**src/rtl/acc_pkg.sv**
```systemverilog
// Shared encodings for the accumulator gate line: transmitter frame states and receiver gate states.
// Also provides the receiver gate next-state rule used by the optional shadow FSM.
package acc_pkg;

    localparam logic [2:0] ST_IDLE   = 3'd0;
    localparam logic [2:0] ST_OPEN   = 3'd1;
    localparam logic [2:0] ST_HOLD   = 3'd2;
    localparam logic [2:0] ST_CLOSE  = 3'd3;
    localparam logic [2:0] ST_SETTLE = 3'd4;

    localparam logic [1:0] RX_S0 = 2'b00;
    localparam logic [1:0] RX_S1 = 2'b01;
    localparam logic [1:0] RX_S2 = 2'b10;

    // S2 holds on a repeated 1; only a 0 returns it to S0.
    function automatic logic [1:0] rx_next(input logic [1:0] state, input logic line);
        logic [1:0] nxt;
        nxt = RX_S0;
        case (state)
            RX_S0:   nxt = line ? RX_S1 : RX_S0;
            RX_S1:   nxt = line ? RX_S2 : RX_S1;
            RX_S2:   nxt = line ? RX_S2 : RX_S0;
            default: nxt = RX_S0;
        endcase
        return nxt;
    endfunction

endpackage

```
**src/rtl/acc_len_counter.sv**
```systemverilog
// Loadable down-counter holding the remaining gap length of a gate frame.
// Saturates at zero so a stray decrement can never wrap.
module acc_len_counter #(
    parameter int unsigned LEN_W = 8
) (
    input  logic             clk,
    input  logic             clr_n,
    input  logic             i_load,
    input  logic [LEN_W-1:0] i_load_val,
    input  logic             i_dec,
    output logic             o_cnt_is_one,
    output logic             o_cnt_is_zero
);

    logic [LEN_W-1:0] r_cnt;

    always_ff @(posedge clk or negedge clr_n) begin
        if (!clr_n) begin
            r_cnt <= '0;
        end else if (i_load) begin
            r_cnt <= i_load_val;
        end else if (i_dec && (r_cnt != '0)) begin
            r_cnt <= r_cnt - LEN_W'(1);
        end
    end

    assign o_cnt_is_zero = (r_cnt == '0);
    assign o_cnt_is_one  = (r_cnt == LEN_W'(1));

endmodule

```
**src/rtl/acc_window_tx.sv**
```systemverilog
// Frame generator for the accumulator gate line: emits 1, 0 x (LEN-1), 1, 0 so the receiver gate
// stays high for exactly LEN cycles. Optional shadow receiver enabled by ACC_TX_MIRROR_EN.
module acc_window_tx
    import acc_pkg::*;
#(
    parameter int unsigned LEN_W = 8
) (
    input  logic             clk,
    input  logic             clr_n,
    input  logic             i_start,
    input  logic [LEN_W-1:0] i_len,
    output logic             o_busy,
    output logic             o_done,
    output logic             o_err,
    output logic             o_tx
`ifdef ACC_TX_MIRROR_EN
    ,
    output logic             o_win_mirror
`endif
);

    logic [2:0] r_state;
    logic [2:0] w_next;
    logic       r_tx;
    logic       r_busy;
    logic       r_done;
    logic       r_err;
    logic       w_load;
    logic       w_dec;
    logic       w_cnt_is_one;
    logic       w_cnt_is_zero;

    assign w_load = (r_state == ST_IDLE) && i_start && (i_len != '0);
    assign w_dec  = (r_state == ST_HOLD);

    acc_len_counter #(
        .LEN_W (LEN_W)
    ) u_len_counter (
        .clk           (clk),
        .clr_n         (clr_n),
        .i_load        (w_load),
        .i_load_val    (i_len - LEN_W'(1)),
        .i_dec         (w_dec),
        .o_cnt_is_one  (w_cnt_is_one),
        .o_cnt_is_zero (w_cnt_is_zero)
    );

    always_comb begin
        w_next = ST_IDLE;
        case (r_state)
            ST_IDLE:   w_next = w_load ? ST_OPEN : ST_IDLE;
            ST_OPEN:   w_next = w_cnt_is_zero ? ST_CLOSE : ST_HOLD;
            ST_HOLD:   w_next = w_cnt_is_one ? ST_CLOSE : ST_HOLD;
            ST_CLOSE:  w_next = ST_SETTLE;
            ST_SETTLE: w_next = ST_IDLE;
            default:   w_next = ST_IDLE;
        endcase
    end

    // Outputs are decoded from the next state so each one is valid for the whole state cycle.
    always_ff @(posedge clk or negedge clr_n) begin
        if (!clr_n) begin
            r_state <= ST_IDLE;
            r_tx    <= 1'b0;
            r_busy  <= 1'b0;
            r_done  <= 1'b0;
            r_err   <= 1'b0;
        end else begin
            r_state <= w_next;
            r_tx    <= (w_next == ST_OPEN) || (w_next == ST_CLOSE);
            r_busy  <= (w_next != ST_IDLE);
            r_done  <= (w_next == ST_SETTLE);
            r_err   <= (r_state == ST_IDLE) && i_start && (i_len == '0);
        end
    end

    assign o_tx   = r_tx;
    assign o_busy = r_busy;
    assign o_done = r_done;
    assign o_err  = r_err;

`ifdef ACC_TX_MIRROR_EN
    logic [1:0] r_rx_state;

    always_ff @(posedge clk or negedge clr_n) begin
        if (!clr_n) begin
            r_rx_state <= RX_S0;
        end else begin
            r_rx_state <= rx_next(r_rx_state, r_tx);
        end
    end

    assign o_win_mirror = (r_rx_state == RX_S1);
`endif

endmodule

```
**config.mk**
```make
export PLATFORM = sky130hd
export DESIGN_NAME = acc_window_tx
export DESIGN_NICKNAME = d
export VERILOG_FILES = /design/src/rtl/acc_pkg.sv /design/src/rtl/acc_len_counter.sv /design/src/rtl/acc_window_tx.sv
export SDC_FILE = /design/constraint.sdc
export NUM_CORES = 1
export LEC_CHECK = 0
export CORE_MARGIN = 2
export CORE_UTILIZATION = 46
export DETAILED_ROUTE_END_ITERATION = 16
export GPL_TIMING_DRIVEN = 1
export PLACE_DENSITY = 0.81
export SETUP_SLACK_MARGIN = 0.15
export SLEW_MARGIN = 5
export SYNTH_ARGS = -nofsm -noshare
export SYNTH_HDL_FRONTEND = slang
export SYNTH_SLANG_ARGS = --single-unit
export TNS_END_PERCENT = 5
```
**constraint.sdc**
```tcl
create_clock -name clk -period 1.8 [get_ports clk]
set_input_delay 0.54 -clock clk [delete_from_list [all_inputs] [get_ports clk]]
set_output_delay 0.54 -clock clk [all_outputs]
set_load 0.005 [all_outputs]
```
======== Yosys cells after proc, flatten, opt, wreduce, memory -nomap -nowiden ========
Cells that the tools add are included.
word-level totals
  register bits ........................... 15
  output and inout bits ................... 4
  word-level logic and storage cells ...... 33
operators by class
  equality and inequality tests ........... 7
  reductions and logical operators ........ 12
  add/subtract/negate cells ............... 2
  mux-type cells .......................... 6
operator list
  operator               count
  $logic_not A8 Y1       2
  $mux W8                2
  $reduce_bool A8 Y1     2
  $sub A8 B1 Y8 const B  2
  $pmux W3 S4            1
  $eq A3 B2 Y1 const B   3
  $eq A8 B1 Y1 const B   1
  $eq A3 B1 Y1 const B   2
  $logic_and A1 B1 Y1    4
  $eq A3 B3 Y1 const B   1
  $logic_not A3 Y1       1
  $mux W1                3
  $reduce_bool A3 Y1     1
  $reduce_bool A2 Y1     1
  $logic_or A1 B1 Y1     1

======== Logic depth before layout (Yosys ltp) ========
  word-level depth ........................ 7
  depth in mapped cells ................... 6
  gate-level depth less buffers ........... 6

======== Modules after synthesis ========
Synthesis repeated with hierarchy kept, for this count alone.
unflattened totals
  cell total of the unflattened synthesis .. 108
  area, all modules ....................... 1053.5 um2
modules (own cells, without submodules)
  module           cells an instance  times used  seq. area each (um2)  area each (um2)
  acc_len_counter  65                 1           200.2                 589.3
  acc_window_tx    43                 1           175.2                 464.2

======== Least setup slack after synthesis ========
Ideal clock, no wire load.
  kind .................................... register to register
  from .................................... register r_state[0]
  to ...................................... register u_len_counter.r_cnt[1]
  slack ................................... 0.160 ns
  cell stages (with the launch flop) ...... 6
  clock period less this slack ............ 1.640 ns
  setup time .............................. 0.079 ns
  required time ........................... 1.721 ns
  arrival ................................. 1.561 ns
  cell sequence ........................... dfrtp_1 buf_6 or3b_4 a31oi_1 mux2_2 mux2i_1
between the ends
  word-level cells in the longest chain between the ends .. 4
  elaborated cells between the ends (all ways) .. 7
RTL lines
  element                                               line                   text
  start, declared                                       acc_window_tx.sv:22    logic [2:0] r_state;
  start signal, assigned                                acc_window_tx.sv:69    r_state <= w_next;
  $logic_not A3 Y1                                      acc_window_tx.sv:33    assign w_load = (r_state == ST_IDLE) && i_start && (i_len != '0);
  $logic_and A1 B1 Y1 (2 in a row)                      acc_window_tx.sv:33
  $mux W8 / $reduce_bool A2 Y1 (equally long branches)  n/a
  end signal, assigned                                  acc_len_counter.sv:21  r_cnt <= i_load_val;
  end signal, assigned                                  acc_len_counter.sv:23  r_cnt <= r_cnt - LEN_W'(1);
  end, declared                                         acc_len_counter.sv:15  logic [LEN_W-1:0] r_cnt;
Parallel ways exist; a longest one is shown, timed or not.
A chain may end at the register's enable or synchronous reset.

======== Worst setup path after layout ========
Ends and elaborated chain as after synthesis.

==> results_dict.tcl <==
set metrics [dict create \
    dieArea_um2 2550 \
    wirelength_um 2430 \
    vias 906 \
    routedWlPerCell_um 14.7 \
    max_clock_freq_mhz 588 \
    grt_pass1_wl_um 4080 \
    overflow 0 \
    power_density_nw_per_um2 1330 \
    fin_nets 154 \
    grt_pass1_vias 891 \
    yosys_warnings 0 \
    synth_fp_nets 109 \
    clock_sinks 15 \
    avgViaCountPerCell 5.49 \
    synth.area.mux_share_pct 7.16 \
    irDropWorstVdd_mv 0.643 \
    dpl.hpwl_um 1780 \
    synthArstFlopShare_pct 100 \
    synth_area_leader_cell "dfrtp_1" \
    port_buffers 14 \
    ys_ff_latch 15 \
    die_width_um 50.5 \
    slew_headroom_pct 67.4 \
    hold_violations 0 \
    outcome "complete, no violations" \
    period_minus_slack_ns 1.70 \
    syn_avg_cell_area_um2 10.6 \
    cts_buffer_depth 2 \
    fin_hold_ws_ns 0.551 \
    min_path_type "reg2reg" \
    worstMarginPinSlew_ns 0.485 \
    finalCritPeriodShare_pct 94.4 \
    synthSimpleGateAreaFrac_pct 24.0 \
    synthTopCellsByArea "dfrtp_1, mux2i_1, ha_1, xnor2_1, nor4_4" \
    finalSetupTns_ns 0 \
    ys_types 34 \
    worstPathRequired_ns 2.01 \
    drc 0 \
    yosysSeqAreaShare_pct 37.7 \
    cts-root-buf "clkbuf_4" \
    crit_arrival_ns 1.91 \
    final_core_util_pct 71.7 \
    synth_adder_area_share_pct 5.03 \
    end_kind "register" \
    synth_top_family_by_area "simple AND/OR/NAND/NOR gates" \
    slew_violations 0 \
    syn-instance-count 94 \
    cts_max_level 1 \
    path_class "reg2reg" \
    synth_xor_area_share_pct 7.91 \
    insertion_delay_ns 0.28 \
    synth-edff-count 0 \
    core_area_um2 2000 \
    maxCapViolations 0 \
    dr.pass1.iters 4 \
    p_total_w 0.00191 \
    drt_first_iter_violations 14 \
    ant_nets 0 \
    antenna_found_initial 0 \
    netlist.area_leader.share_pct 37.7 \
    gp_congestion 0.859 \
    worstSetupStartpointType "register" \
    antenna_cells 0 \
    drive_gt1_share_pct 39.9 \
    p_leak_nw 0.601 \
    num_io_pins 15 \
    finalSetupViolations 0 \
    syn_area_um2 996 \
    path_clk_slew_ns 0.09 \
    numCtsBuffers 3 \
    rsz0062_at_grt "yes" \
    chipHeight_um 50.5 \
    grt_util_all_layers_pct 21.9 \
    fin_skew_ns 0.000426 \
    crit_fanout 6 \
    synth_compound_area_share_pct 13.2 \
    grt_max_degree 16 \
    syn_to_final_growth_pct 44.1 \
    start_util_pct 49.7 \
    cts_tree "done" \
    yosysMostFrequentCell "dfrtp_1" \
    synth_common_cells "dfrtp_1, nor2_1, nand2_1" \
    synth-main-ff-cell "dfrtp_1" \
    num_rows 16 \
]
[power by group]
group / switching, W / internal, W
Combinational: 0.000482 / 0.000591
Clock: 0.000106 / 0.0000861
Sequential: 0.000158 / 0.000484
Total: 0.000746 / 0.00116
[through the flow]
step	setup WS [ns]	instance area (um2)	cells
global placement	-0.355	1280	150
floorplan	0.160	996	94
finish	0.100	1440	165
global route	0.0325	1440	165
CTS	0.130	1420	163
detailed placement	-0.391	1280	150
[final cells by class]
class	count	area [um2]
fillers	162	567
inverters	4	15.0
well taps	27	33.8
repair buffers	44	365
multi-input cells	71	618
clock buffers	4	26.3
flip-flops and latches	15	377
[worst paths after layout]
check / to / cells after the start / from / slack [ns]
max: u_len_counter.r_cnt[1] / 4 / r_state[0] / 0.10
min: o_busy / 1 / r_state[2] / 0.55
max reg2reg: u_len_counter.r_cnt[1] / 4 / r_state[0] / 0.10
min reg2reg: o_busy / 1 / r_state[2] / 0.55
max in group asynchronous: r_state[0] / 2 / clr_n / 1.04
min in group asynchronous: o_busy / 2 / clr_n / 0.57
[cell families after synthesis]
family,count (synthesis)
DFF,15
and+or+nand+nor,34
adders and majority gates,4
AOI/OAI and AO/OA,17
buffers and inverters,8
xor gates and xnor gates,9
muxes,7
[timing repair]
item / in CTS / in global routing
buffers inserted: 8 / 2
resized for setup: 27 / 1
hold buffers: 0 / 0
cloned: 1 / 0
setup endpoints to repair: 14 / 13
pin swaps: 6 / 1
[critical path: stages, from the launching register on]
cell,delay [ns]
dfrtp_2,0.44
or4b_4,0.56
a31oi_4,0.27
buf_6,0.17
mux2i_1,0.18
[placed cells by master (no fill, tap or decap), types with 3 or more instances in the layout]
cell / n
buf_4: 26
dfrtp_1: 14
nor2_1: 9
nand2_1: 7
clkdlybuf4s50_1: 7
mux2i_1: 6
a21oi_1: 5
xnor2_1: 5
xor2_1: 4
dlygate4sd2_1: 4
nor3_1: 3
ha_1: 3
clkbuf_4: 3
buf_6: 3
[flip-flops by register name, indices dropped and copies added, names as in the netlist]
name and cells:
u_len_counter.r_cnt 8, r_state 3, o_busy 1, o_done 1, o_err 1, o_tx 1
[metal layers]
| metal | routed length (um) | track usage (%) | vias up |
|---|---|---|---|
| li1 | - | - | 427 |
| met1 | 977 | 26.3 | 439 |
| met2 | 1280 | 40.4 | 34 |
| met3 | 133 | 2.68 | 6 |
| met4 | 38 | 6.76 | 0 |
| met5 | 0 | 0 | - |
(Power assumes the default switching activity.)
